==> src/rtl/alu_seq.sv <==
// -----------------------------------------------------------------------------
// alu_seq : issue/response sequencer sitting directly in front of the `alu`.
//
// Accepts one request (opcode + two N-bit operands) and holds the operands
// stable on the ALU inputs. It pulses alu_en for one cycle, then waits the
// opcode-dependent ALU latency. It captures the 2N-bit result and 3-bit flags
// into a response register. Only one operation is in flight at a time.
//
// Handshakes (both sides): a transfer happens on a rising clk edge where
// valid && ready are both high. The producer keeps valid and its payload
// stable until that edge. The consumer may drive ready at any time.
// req_ready may depend combinationally on rsp_ready: a new request is taken
// in the same cycle the previous response is consumed.
//
// Ports:
//   clk, rst               clock, asynchronous active-high reset
//   req_valid/req_ready    request handshake; req_op, req_a, req_b payload
//   alu_en                 one-cycle enable pulse to the ALU
//   alu_op, alu_a, alu_b   registered opcode/operands to the ALU
//   alu_y, alu_flag        ALU result (2N bits) and flags (3 bits)
//   rsp_valid/rsp_ready    response handshake; rsp_y, rsp_flag, rsp_op payload
//   ops_done               completed-operation count (see macro below)
//   state_dbg              current FSM state (0 IDLE, 1 EXEC, 2 WAIT, 3 RESP)
//
// Optional feature macro: ALU_SEQ_PERF_EN
//   defined   : ops_done counts response handshakes, saturating at 16'hFFFF
//   undefined : ops_done is tied to 0
// -----------------------------------------------------------------------------
module alu_seq #(
  parameter int N         = 32,
  parameter int SHIFT_LAT = 1,
  parameter int MUL_LAT   = 4
) (
  input  logic           clk,
  input  logic           rst,
  input  logic           req_valid,
  output logic           req_ready,
  input  logic [2:0]     req_op,
  input  logic [N-1:0]   req_a,
  input  logic [N-1:0]   req_b,
  output logic           alu_en,
  output logic [2:0]     alu_op,
  output logic [N-1:0]   alu_a,
  output logic [N-1:0]   alu_b,
  input  logic [2*N-1:0] alu_y,
  input  logic [2:0]     alu_flag,
  output logic           rsp_valid,
  input  logic           rsp_ready,
  output logic [2*N-1:0] rsp_y,
  output logic [2:0]     rsp_flag,
  output logic [2:0]     rsp_op,
  output logic [15:0]    ops_done,
  output logic [1:0]     state_dbg
);

  // Latencies below 1 behave as 1.
  localparam int SL   = (SHIFT_LAT < 1) ? 1 : SHIFT_LAT;
  localparam int ML   = (MUL_LAT < 1) ? 1 : MUL_LAT;
  localparam int MAXL = (SL > ML) ? SL : ML;
  // The counter only ever holds L-1, so clog2(MAXL) bits are enough.
  localparam int CW   = (MAXL > 1) ? $clog2(MAXL) : 1;

  localparam logic [CW-1:0] SL_M1 = CW'(SL - 1);
  localparam logic [CW-1:0] ML_M1 = CW'(ML - 1);

  typedef enum logic [1:0] {
    S_IDLE = 2'd0,
    S_EXEC = 2'd1,
    S_WAIT = 2'd2,
    S_RESP = 2'd3
  } state_t;

  state_t           state_q, state_d;
  logic [CW-1:0]    cnt_q, cnt_d;
  logic [2:0]       op_q, op_d;
  logic [N-1:0]     a_q, a_d;
  logic [N-1:0]     b_q, b_d;
  logic [2*N-1:0]   rsp_y_q, rsp_y_d;
  logic [2:0]       rsp_flag_q, rsp_flag_d;
  logic [2:0]       rsp_op_q, rsp_op_d;
  logic             accept;
  logic             capture;

  // Counter preload: latency minus one for the given opcode.
  function automatic logic [CW-1:0] lat_m1(input logic [2:0] op);
    case (op)
      3'b101, 3'b110: lat_m1 = SL_M1;
      3'b111:         lat_m1 = ML_M1;
      default:        lat_m1 = '0;
    endcase
  endfunction

  // In RESP a new request is admitted only in the cycle the response leaves.
  assign req_ready = (state_q == S_IDLE) || ((state_q == S_RESP) && rsp_ready);
  assign accept    = req_valid && req_ready;

  always_comb begin
    state_d    = state_q;
    cnt_d      = cnt_q;
    op_d       = op_q;
    a_d        = a_q;
    b_d        = b_q;
    rsp_y_d    = rsp_y_q;
    rsp_flag_d = rsp_flag_q;
    rsp_op_d   = rsp_op_q;
    capture    = 1'b0;
    alu_en     = 1'b0;
    rsp_valid  = 1'b0;

    case (state_q)
      S_IDLE: begin
        if (req_valid) state_d = S_EXEC;
      end
      S_EXEC: begin
        alu_en = 1'b1;
        if (cnt_q == '0) begin
          capture = 1'b1;
          state_d = S_RESP;
        end else begin
          cnt_d   = cnt_q - CW'(1);
          state_d = S_WAIT;
        end
      end
      S_WAIT: begin
        if (cnt_q == '0) begin
          capture = 1'b1;
          state_d = S_RESP;
        end else begin
          cnt_d = cnt_q - CW'(1);
        end
      end
      S_RESP: begin
        rsp_valid = 1'b1;
        if (rsp_ready) state_d = req_valid ? S_EXEC : S_IDLE;
      end
      default: state_d = S_IDLE;
    endcase

    // Operands are only replaced on an accepted request. This keeps them
    // stable through EXEC, WAIT and RESP.
    if (accept) begin
      op_d  = req_op;
      a_d   = req_a;
      b_d   = req_b;
      cnt_d = lat_m1(req_op);
    end

    if (capture) begin
      rsp_y_d    = alu_y;
      rsp_flag_d = alu_flag;
      rsp_op_d   = op_q;
    end
  end

  always_ff @(posedge clk or posedge rst) begin
    if (rst) begin
      state_q    <= S_IDLE;
      cnt_q      <= '0;
      op_q       <= '0;
      a_q        <= '0;
      b_q        <= '0;
      rsp_y_q    <= '0;
      rsp_flag_q <= '0;
      rsp_op_q   <= '0;
    end else begin
      state_q    <= state_d;
      cnt_q      <= cnt_d;
      op_q       <= op_d;
      a_q        <= a_d;
      b_q        <= b_d;
      rsp_y_q    <= rsp_y_d;
      rsp_flag_q <= rsp_flag_d;
      rsp_op_q   <= rsp_op_d;
    end
  end

  assign alu_op    = op_q;
  assign alu_a     = a_q;
  assign alu_b     = b_q;
  assign rsp_y     = rsp_y_q;
  assign rsp_flag  = rsp_flag_q;
  assign rsp_op    = rsp_op_q;
  assign state_dbg = state_q;

`ifdef ALU_SEQ_PERF_EN
  logic [15:0] ops_q, ops_d;

  // Count response handshakes and saturate rather than wrap.
  always_comb begin
    ops_d = ops_q;
    if (rsp_valid && rsp_ready && (ops_q != 16'hFFFF)) ops_d = ops_q + 16'd1;
  end

  always_ff @(posedge clk or posedge rst) begin
    if (rst) ops_q <= '0;
    else     ops_q <= ops_d;
  end

  assign ops_done = ops_q;
`else
  assign ops_done = '0;
`endif

endmodule

==> config.mk <==
export PLATFORM = sky130hd
export DESIGN_NAME = alu_seq
export DESIGN_NICKNAME = d
export VERILOG_FILES = /design/src/rtl/alu_seq.sv
export SDC_FILE = /design/constraint.sdc
export NUM_CORES = 1
export LEC_CHECK = 0
export ABC_AREA = 1
export CORE_MARGIN = 2
export CORE_UTILIZATION = 40
export CTS_CLUSTER_SIZE = 24
export DETAILED_ROUTE_END_ITERATION = 10
export PLACE_DENSITY = 0.86
export SETUP_SLACK_MARGIN = 0.3
export SYNTH_ARGS = -nofsm -noshare
export SYNTH_HDL_FRONTEND = slang
export SYNTH_SLANG_ARGS = --single-unit
==> constraint.sdc <==
create_clock -name clk -period 5.46 [get_ports clk]
set_clock_uncertainty 0.1 [all_clocks]
set_input_delay 1.092 -clock clk [delete_from_list [all_inputs] [get_ports clk]]
set_output_delay 1.092 -clock clk [all_outputs]
set_load 0.1 [all_outputs]
==> results.md <==
- CP arrival: 2.34 ns
- Share of cells above drive strength 1: 13.6%
- Port Buffer Count: 279
- I/O Pins: 296
- Reg-to-Reg End: alu_b[4]$_DFFE_PP0P_
- Synthesized area: 5780 µm²
- Worst reg2reg path depth: 8
- Hold-fix buffers, CTS: 0
- Std-Cell Rows: 43
- Area Overhead vs Synth: 57.2%
- Drt pass-1 iters: 4
- Fin crit share: 64.7%
- Primary FF master, synth: dfrtp_1
- Setup Fix Bufs, Post-CTS: 0
- GPL Wtd Cong: 0.806
- HP Class: register to register
- Ys Warns: 0
- Die Span X: 124 µm
- GRT Util Overall: 20.9%
- Reg2reg start: state_dbg[0]$_DFFE_PP0P_
- Post-CTS Resized: 0
- Max Slew Vio Count: 0
- Routed Antenna Nets: 0
- Post-route DRC: 0
- Initial antenna violation count: 0
- Clock slew at reported path FFs: 0.06 ns
- Routed WL: 16.1 mm
- Clk sinks: 141
- Slew headroom: 29.2%
- FFs w/ async S/R, synth: 100%
- Top-count cell post-synth: nand2_1
- RSZ-0062 raised after global routing: false
- Mean area per synthesized cell: 11.4 µm²
- DP HPWL: 11.5 mm
- Die Span Y: 124 µm
- Largest net degree at the start of global routing: 73
- Top cells by area, synth: dfrtp_1 (61%), mux2_2 (12%), nand2_1 (9.7%)
- Vias in the first global route: 4573
- Fin util: 64.9%
- Clock buffer depth: 2
- Initial core utilization: 41.3%
- Post-route cell area: 9080 µm²
- Synthesized flop and latch total: 141
- Critical Path Source Type: input port
- Placed cells: 940
- Final worst path period need: 3.53 ns
- DP Area: 8530 µm²
- TritonCTS buffer count: 17
- EDFF count, synth: 0
- CTS H-Tree Depth: 4
- Highest clock rate: 0.283 GHz
- Cells after Synth: 506
- Final setup viols: 0
- Post-synth top area share: 61.1%
- Nets: 923
- DRT iter0 DRCs: 169
- Worst hold start: alu_a[20]$_DFFE_PP0P_
- Status: finished clean
- Post-synth cell types: 17
- Slew @ Worst Pin: 1.06 ns
- Routed len/inst: 16.5 µm
- Final hold violation count: 0
- Vias per inst: 4.70
- Root buffer cell: clkbuf_16
- Dominant cell type by area after synthesis: dfrtp_1
- Core area: 14000 µm²
- Post-Layout Cell Count: 972
- Hold Path End: alu_a[20]$_DFFE_PP0P_
- Congestion Overflow GR: 0
- Via count: 4565
- Maxcap violations: 0
- Critical path origin: rsp_ready
- Worst-Skew Late Latency: 0.41 ns
- R2r setup slk: 2.99 ns
- Diode count: 0
- CP max FO: 20
- Die area: 15400 µm²
- Setup Crit Path Kind: input port to output port
- First-pass GRT wire length: 24.1 mm
- Most frequent cells after synthesis: nand2_1 (150), dfrtp_1 (141), nand3_1 (68)
- CP endpoint kind: output port
- Critical Path RT: 4.27 ns
- WHS Path Cells: 2
- Fin Setup TNS: 0 ns
- Seq/Total Area, Yosys: 61.1%
- CTS tree: done
worst max-delay path: stages:
cell	delay, ns
clkdlybuf4s50_1	0.47
nand2_1	0.07
nand2_2	0.33
buf_4	0.37
cell type report:
type                    instances  area [µm²]
clock inverters                12         114
flip-flops and latches        141        3530
inverters                      12        50.0
clock buffers                  20         437
multi-input cells             323        1910
fillers                      1073        4910
well taps                     180         225
repair buffers                284        2820
cells by family after synthesis:
| family | Yosys count | synth area share, % |
|---|---|---|
| other | 1 | 0.0649 |
| flip-flops | 141 | 61.1 |
| AND/OR/NAND/NOR | 225 | 16.2 |
| multiplexers | 68 | 13.6 |
| adder cells (fa/ha/maj) | 6 | 1.30 |
| buffers and inverters | 57 | 7.02 |
| AO/OA/AOI/OAI | 8 | 0.693 |
state kept, by name, summed over array words and instances (netlist names):
register,cells
alu_a,32
alu_b,32
alu_op,3
cnt_q,2
rsp_flag,3
rsp_op,3
rsp_y,64
state_dbg,2
cell usage in the layout (no fill, tap or decap), drive strengths merged, types with 4 or more instances in the layout:
master,synthesis,final
nand3,68,68
buf,37,7
dfrtp,141,141
ha,6,6
clkbuf,8,20
clkdlybuf4s50,0,277
clkinv,0,5
nor2,6,6
nand2,151,151
o21ai,6,6
mux2,68,68
conb,1,16
inv,12,14
clkinvlp,0,4
worst max-delay path by stage:
stage / to / slack, ns / cells after the start
2_1_floorplan: alu_a[0]$_DFFE_PP0P_ / 0.49 / 1
3_3_place_gp: req_ready / 1.94 / 4
3_5_place_dp: req_ready / 1.93 / 4
4_1_cts: req_ready / 1.93 / 4
5_1_grt: req_ready / 1.87 / 4
6_report: req_ready / 1.93 / 4
layer usage:
| layer | routed length [µm] | track usage, % | share of wire (%) |
|---|---|---|---|
| met2 | 8120 | 36.4 | 51 |
| met4 | 217 | 6.46 | 1.3 |
| met3 | 1930 | 9.75 | 12 |
| met5 | 0 | 0 | 0 |
| met1 | 5810 | 22.5 | 36 |
metrics by stage:
| step | hold WS [ns] | setup WS (ns) |
|---|---|---|
| final | 0.370 | 1.93 |
| after global routing | 0.394 | 1.87 |
| after CTS | 0.372 | 1.93 |
| after detailed placement | 0.357 | 1.93 |
| after global placement | 0.353 | 1.94 |
| after floorplan | 0.376 | 0.487 |
Power is not shown: default switching activity piles up to over one toggle a cycle in this logic, so the estimate is an artifact.
